## src/rtl/fetch_pkg.sv

```systemverilog
// fetch_pkg: shared types and constants for the instruction fetch unit.
//   RESET_PC_DEFAULT : boot address, must match the PC register reset value
//   PC_INCR          : sequential fetch stride in bytes
//   fetch_state_t    : fetch FSM states
//   fetch_entry_t    : buffered instruction word tagged with its PC
package fetch_pkg;

  localparam logic [31:0] RESET_PC_DEFAULT = 32'h8000_0000;
  localparam logic [31:0] PC_INCR          = 32'd4;

  typedef enum logic [1:0] {
    REQ,
    WAIT,
    DRAIN
  } fetch_state_t;

  typedef struct packed {
    logic [31:0] pc;
    logic [31:0] instr;
  } fetch_entry_t;

endpackage

```

## src/rtl/fetch_fifo.sv

```systemverilog
// fetch_fifo: small instruction buffer between memory responses and decode.
// Ports:
//   clk, rst   clock, asynchronous active-high reset
//   push       write push_data at the tail
//   pop        remove the head (ignored when empty or flushing)
//   flush      discard every entry; wins over push and pop
//   push_data  entry to write
//   head       current head entry (undefined while empty)
//   count      number of valid entries
//   full       count == DEPTH
//   empty      count == 0
// DEPTH must be a power of two so the pointers wrap naturally.
module fetch_fifo
  import fetch_pkg::*;
#(
  parameter int unsigned DEPTH = 2
) (
  input  logic                   clk,
  input  logic                   rst,
  input  logic                   push,
  input  logic                   pop,
  input  logic                   flush,
  input  fetch_entry_t           push_data,
  output fetch_entry_t           head,
  output logic [$clog2(DEPTH):0] count,
  output logic                   full,
  output logic                   empty
);

  localparam int unsigned AW = $clog2(DEPTH);

  fetch_entry_t  mem [DEPTH];
  logic [AW-1:0] wr_ptr;
  logic [AW-1:0] rd_ptr;
  logic          do_push;
  logic          do_pop;

  assign do_push = push & ~flush;
  assign do_pop  = pop & ~empty & ~flush;

  always_ff @(posedge clk or posedge rst) begin
    if (rst) begin
      wr_ptr <= '0;
      rd_ptr <= '0;
      count  <= '0;
    end else if (flush) begin
      wr_ptr <= '0;
      rd_ptr <= '0;
      count  <= '0;
    end else begin
      if (do_push) wr_ptr <= wr_ptr + AW'(1);
      if (do_pop)  rd_ptr <= rd_ptr + AW'(1);
      case ({do_push, do_pop})
        2'b10:   count <= count + (AW+1)'(1);
        2'b01:   count <= count - (AW+1)'(1);
        default: count <= count;
      endcase
    end
  end

  // Storage needs no reset: nothing reads it while empty.
  always_ff @(posedge clk) begin
    if (do_push) mem[wr_ptr] <= push_data;
  end

  assign head  = mem[rd_ptr];
  assign full  = (count == (AW+1)'(DEPTH));
  assign empty = (count == '0);

  // Upstream credit accounting must never let a write hit a full buffer.
  push_when_full: assert property (@(posedge clk) disable iff (rst) !(push && full));

endmodule

```

## src/rtl/instruction_fetch_unit.sv

```systemverilog
// instruction_fetch_unit: closes the loop around the PC register, fetches
// from instruction memory (one request outstanding at most), buffers words
// with their PC and hands them to decode. Branch/jump/trap redirects flush
// the buffer and squash any stale in-flight response.
// Ports:
//   clk, rst                        clock, asynchronous active-high reset
//   current_PC / next_PC            PC register output / combinational input
//   redirect_valid, redirect_pc     single-cycle redirect and its target
//   imem_req_valid/ready/addr       fetch request (addr = current_PC)
//   imem_rsp_valid/data             in-order read response, one per request
//   inst_valid/ready, inst_data/pc  buffer head presented to decode
//   fetch_fault, fault_pc           only with FETCH_MISALIGN_CHECK_EN: sticky
//                                   misaligned-redirect flag and its target
// Build option: `define FETCH_MISALIGN_CHECK_EN to trap misaligned redirects;
// otherwise redirect targets are silently word-aligned.
module instruction_fetch_unit
  import fetch_pkg::*;
#(
  parameter logic [31:0] RESET_PC   = RESET_PC_DEFAULT,
  parameter int unsigned FIFO_DEPTH = 2
) (
  input  logic        clk,
  input  logic        rst,
  input  logic [31:0] current_PC,
  output logic [31:0] next_PC,
  input  logic        redirect_valid,
  input  logic [31:0] redirect_pc,
  output logic        imem_req_valid,
  input  logic        imem_req_ready,
  output logic [31:0] imem_req_addr,
  input  logic        imem_rsp_valid,
  input  logic [31:0] imem_rsp_data,
  output logic        inst_valid,
  input  logic        inst_ready,
  output logic [31:0] inst_data,
  output logic [31:0] inst_pc
`ifdef FETCH_MISALIGN_CHECK_EN
  ,
  output logic        fetch_fault,
  output logic [31:0] fault_pc
`endif
);

  fetch_state_t                 state;
  logic [31:0]                  req_pc;
  logic                         fault;
  logic [31:0]                  redirect_target;
  logic                         outstanding;
  logic                         credit;
  logic                         req_hs;
  logic                         push;
  logic [$clog2(FIFO_DEPTH):0]  fifo_count;
  logic                         fifo_empty;
  logic                         unused_fifo_full;
  fetch_entry_t                 head;
  fetch_entry_t                 push_entry;

`ifdef FETCH_MISALIGN_CHECK_EN
  logic [31:0] fault_pc_q;

  always_ff @(posedge clk or posedge rst) begin
    if (rst) begin
      fault      <= 1'b0;
      fault_pc_q <= '0;
    end else if (redirect_valid) begin
      fault <= |redirect_pc[1:0];
      if (|redirect_pc[1:0]) fault_pc_q <= redirect_pc;
    end
  end

  assign fetch_fault     = fault;
  assign fault_pc        = fault_pc_q;
  assign redirect_target = redirect_pc;
`else
  logic unused_redirect_lsbs;

  assign fault                = 1'b0;
  assign unused_redirect_lsbs = ^redirect_pc[1:0];
  assign redirect_target      = {redirect_pc[31:2], 2'b00};
`endif

  // A request is only issued if its response is guaranteed a buffer slot.
  assign outstanding = (state != REQ);
  assign credit      = (32'(fifo_count) + 32'(outstanding)) < FIFO_DEPTH;

  assign imem_req_valid = ~rst & (state == REQ) & credit & ~redirect_valid & ~fault;
  assign imem_req_addr  = current_PC;
  assign req_hs         = imem_req_valid & imem_req_ready;

  always_comb begin
    next_PC = current_PC;
    if (rst)                 next_PC = RESET_PC;
    else if (redirect_valid) next_PC = redirect_target;
    else if (req_hs)         next_PC = current_PC + PC_INCR;
  end

  // A response landing in the redirect cycle belongs to the old path.
  assign push       = (state == WAIT) & imem_rsp_valid & ~redirect_valid;
  assign push_entry = '{pc: req_pc, instr: imem_rsp_data};

  always_ff @(posedge clk or posedge rst) begin
    if (rst) begin
      state  <= REQ;
      req_pc <= RESET_PC;
    end else begin
      case (state)
        REQ: begin
          if (req_hs) begin
            state  <= WAIT;
            req_pc <= current_PC;
          end
        end
        WAIT: begin
          if (imem_rsp_valid)      state <= REQ;
          else if (redirect_valid) state <= DRAIN;
        end
        DRAIN: begin
          // The owed response is discarded whether or not a redirect arrives.
          if (imem_rsp_valid) state <= REQ;
        end
        default: state <= REQ;
      endcase
    end
  end

  fetch_fifo #(
    .DEPTH(FIFO_DEPTH)
  ) u_fifo (
    .clk       (clk),
    .rst       (rst),
    .push      (push),
    .pop       (inst_ready),
    .flush     (redirect_valid),
    .push_data (push_entry),
    .head      (head),
    .count     (fifo_count),
    .full      (unused_fifo_full),
    .empty     (fifo_empty)
  );

  assign inst_valid = ~fifo_empty;
  assign inst_data  = head.instr;
  assign inst_pc    = head.pc;

endmodule

```

## config.mk

```make
export PLATFORM = sky130hd
export DESIGN_NAME = instruction_fetch_unit
export DESIGN_NICKNAME = d
export VERILOG_FILES = /design/src/rtl/fetch_pkg.sv /design/src/rtl/fetch_fifo.sv /design/src/rtl/instruction_fetch_unit.sv
export SDC_FILE = /design/constraint.sdc
export NUM_CORES = 1
export LEC_CHECK = 0
export ABC_AREA = 1
export BUFFER_PORTS_ARGS = -buffer_cell sky130_fd_sc_hd__buf_2
export CORE_MARGIN = 2
export CORE_UTILIZATION = 47
export DETAILED_ROUTE_END_ITERATION = 7
export PLACE_DENSITY_LB_ADDON = 0.08
export SYNTH_ARGS = -nofsm -noshare
export SYNTH_HDL_FRONTEND = slang
export SYNTH_SLANG_ARGS = --single-unit
```

## constraint.sdc

```tcl
create_clock -name clk -period 3.9 [get_ports clk]
set_input_delay 0.39 -clock clk [delete_from_list [all_inputs] [get_ports clk]]
set_output_delay 0.39 -clock clk [all_outputs]
set_load 0.01 [all_outputs]
```

==> out/metrics.cfg <==
[outcome]
status=finished clean

[drt]
ant_nets=0
vias=6161
avgViaCountPerCell=4.82
drt_iter0_markers=316
routedWlPerCell_um=14.5
drtPass1Iterations=6
routed_wl_mm=18.5
drc=0

[floorplan]
std_cell_rows=47
die_y_um=133
io-pin-count=232
initial_core_util=0.475
chipWidth_um=133
die_area_um2=17600
core_area_um2=16400

[critical_path]
critical_path_class=flop to output pin
rrSetupSlack_ns=2.06
worstSetupStartpointType=flop
r2r_cells=6
cp.required_ns=3.51
worstPathArrival_ns=2.56
crit_end=next_PC[27]
cp_max_fo=27
crit_start=state[1]$_DFFE_PP0P_
end_kind=output pin
r2r-end=u_fifo.mem[0][25]$_DFFE_PP_
timing.rr.start=state[1]$_DFFE_PP0P_

[final_layout]
fin_nets=1149
synthToLayoutAreaGrowth_pct=22.1
drive_gt1_frac=0.276
num_antenna_cells=0
fin_util=0.580
final_cell_count_no_fill=1279

[grt]
grt_usage=0.213
grt_max_degree=65
grt.overflow.total=0
grt_pass1_wl_mm=28.8
antenna_found_initial=0
grt_pass1_vias=5664

[placed_design]
portBuffers=229
placed_cells=1247
gp_congestion=0.883
hpwl_mm=12.8

[clocking]
clkTransAtPathRegs_ns=0.07
cts_buffers=17
postCtsSetupBuffers=0
clkLatencyLatePin_ns=0.43
cts_resized=0
clk_path_buf_depth=2
cts_hold_buf=0
ctsRootBufferMaster=clkbuf_16
htreeDepth=4
cts_tree=yes
cts_sinks=166

[timing]
finalSetupViolations=0
hold_viol_final=0
fmax_mhz=339
finalSetupTns_ns=0
min_period_over_period=0.756
worst_pin_slew_ns=0.747
drv_slew=0
fin_skew_ns=0.0102
slew_headroom=0.502
fin_crit_ns=2.95
rsz0062_at_grt=no

[flow_run]
cap_violations=0

[yosys]
ys_types=30
synth_warnings=0
syn_area_per_cell_um2=9.20
synth_seq_area_share=0.616
synth_seq_cells=166
syn_nets=950
netlist_area_um2=7790
synth_cells=847

[power_and_ir_drop]
p_total_w=0.00441
p_per_area_nw_per_um2=463
vdd_ir_drop_max_v=0.000318
p_leak_nw=4.54

[worst_hold_path]
hold_path_class=input pin to flop

[stage by stage]
stage | area (µm²) | setup WS (ns) | hold WS [ns]
6_report | 9510 | 0.951 | 0.146
5_1_grt | 9510 | 0.733 | 0.132
4_1_cts | 9510 | 0.929 | 0.134
3_5_place_dp | 8950 | 1.33 | 0.455
3_3_place_gp | 8950 | 1.34 | 0.451
2_1_floorplan | 7800 | 0.911 | 0.442
[flip-flops by register name, summed over array words and instances, names as in the netlist]
name,count
u_fifo.rd_ptr,1
u_fifo.wr_ptr,1
u_fifo.count,2
u_fifo.mem,128
req_pc,32
state,2
[worst min path at each step]
| stage | start | endpoint | slack (ns) | cells after the start |
|---|---|---|---|---|
| 2_1_floorplan | req_pc[0]$_DFFE_PP0P_ | u_fifo.mem[0][32]$_DFFE_PP_ | 0.44 | 0 |
| 3_3_place_gp | req_pc[0]$_DFFE_PP0P_ | u_fifo.mem[0][32]$_DFFE_PP_ | 0.45 | 0 |
| 3_5_place_dp | req_pc[17]$_DFFE_PP0P_ | u_fifo.mem[1][49]$_DFFE_PP_ | 0.45 | 0 |
| 4_1_cts | imem_rsp_data[2] | u_fifo.mem[1][2]$_DFFE_PP_ | 0.13 | 1 |
| 5_1_grt | imem_rsp_data[14] | u_fifo.mem[1][14]$_DFFE_PP_ | 0.13 | 1 |
| 6_report | imem_rsp_data[2] | u_fifo.mem[1][2]$_DFFE_PP_ | 0.15 | 1 |
[power by group]
| group | switching (W) | internal (W) |
|---|---|---|
| clock | 0.000732 | 0.000847 |
| combinational | 0.000418 | 0.000242 |
| sequential | 0.0000787 | 0.00209 |
| total | 0.00123 | 0.00318 |
[area by class of cell]
class / count / area (µm²)
clock buffer: 18 / 429
clock inverter: 14 / 134
fill: 1518 / 6890
inverter: 71 / 267
multi-input combinational: 548 / 2370
sequential: 166 / 4800
tap: 220 / 275
timing repair buffer: 242 / 1240
[cells by family after synthesis]
family,after synthesis,synth area share
DFF,166,0.616
xor gates and xnor gates,3,0.00337
muxes,1,0.00145
buffers and inverters,133,0.0824
and+or+nand+nor,477,0.252
AOI/OAI and AO/OA,66,0.0438
adders and majority gates,1,0.00161
[metal layers]
| layer | global-route usage | up-vias | share of wire |
|---|---|---|---|
| met5 | 0 | - | 0 |
| met4 | 0.0735 | 0 | 0.017 |
| met3 | 0.0448 | 24 | 0.066 |
| met2 | 0.365 | 232 | 0.48 |
| met1 | 0.269 | 2778 | 0.43 |
| li1 | - | 3127 | - |
[placed cells by master, fill, tap and decap left out, drive strengths merged]
master / instances
clkbuf: 18
xor2: 3
a21oi: 11
a31oi: 1
buf: 242
and2: 1
nand3: 46
edfxtp: 128
ha: 1
o211ai: 3
nor2: 50
dfrtp: 37
nand4: 12
dfstp: 1
o21a: 1
nand2: 361
inv: 81
clkinv: 4
o21ai: 50
nor3: 5
nand3b: 2
mux2: 1
[cells in the mapped netlist]
master	number	area, µm²
buf_6	1	11.3
dfrtp_1	37	926
buf_2	9	45.0
edfxtp_1	128	3840
nor2_1	41	154
clkbuf_1	16	60.1
nor2_2	4	25.0
buf_4	33	248
inv_1	69	259
nand2_1	361	1360
nand3_1	46	230
o211ai_1	3	22.5
nand4_4	1	21.3
o21ai_0	35	175
xor2_1	3	26.3
inv_2	2	7.51
o21ai_1	15	75.1
o21a_1	1	7.51
nor3_1	4	20.0
mux2_2	1	11.3
ha_1	1	12.5
buf_1	3	11.3
a31oi_1	1	6.26
nand4_1	11	68.8
a21oi_1	11	55.1
nand3b_1	2	15.0
dfstp_2	1	26.3
nor2_4	5	56.3
and2_1	1	6.26
nor3_2	1	10.0
[worst max-delay path, stage by stage (launching register included)]
cell	delay, ns
dfrtp_1	0.42
nor2_2	0.23
nand4_4	0.33
buf_4	0.35
nor2_2	0.29
nand3_1	0.12
nand2_1	0.08
nand3_1	0.07
nand2_1	0.08
inv_1	0.03
buf_2	0.13
Note: power is estimated with default switching activity, not from simulation.
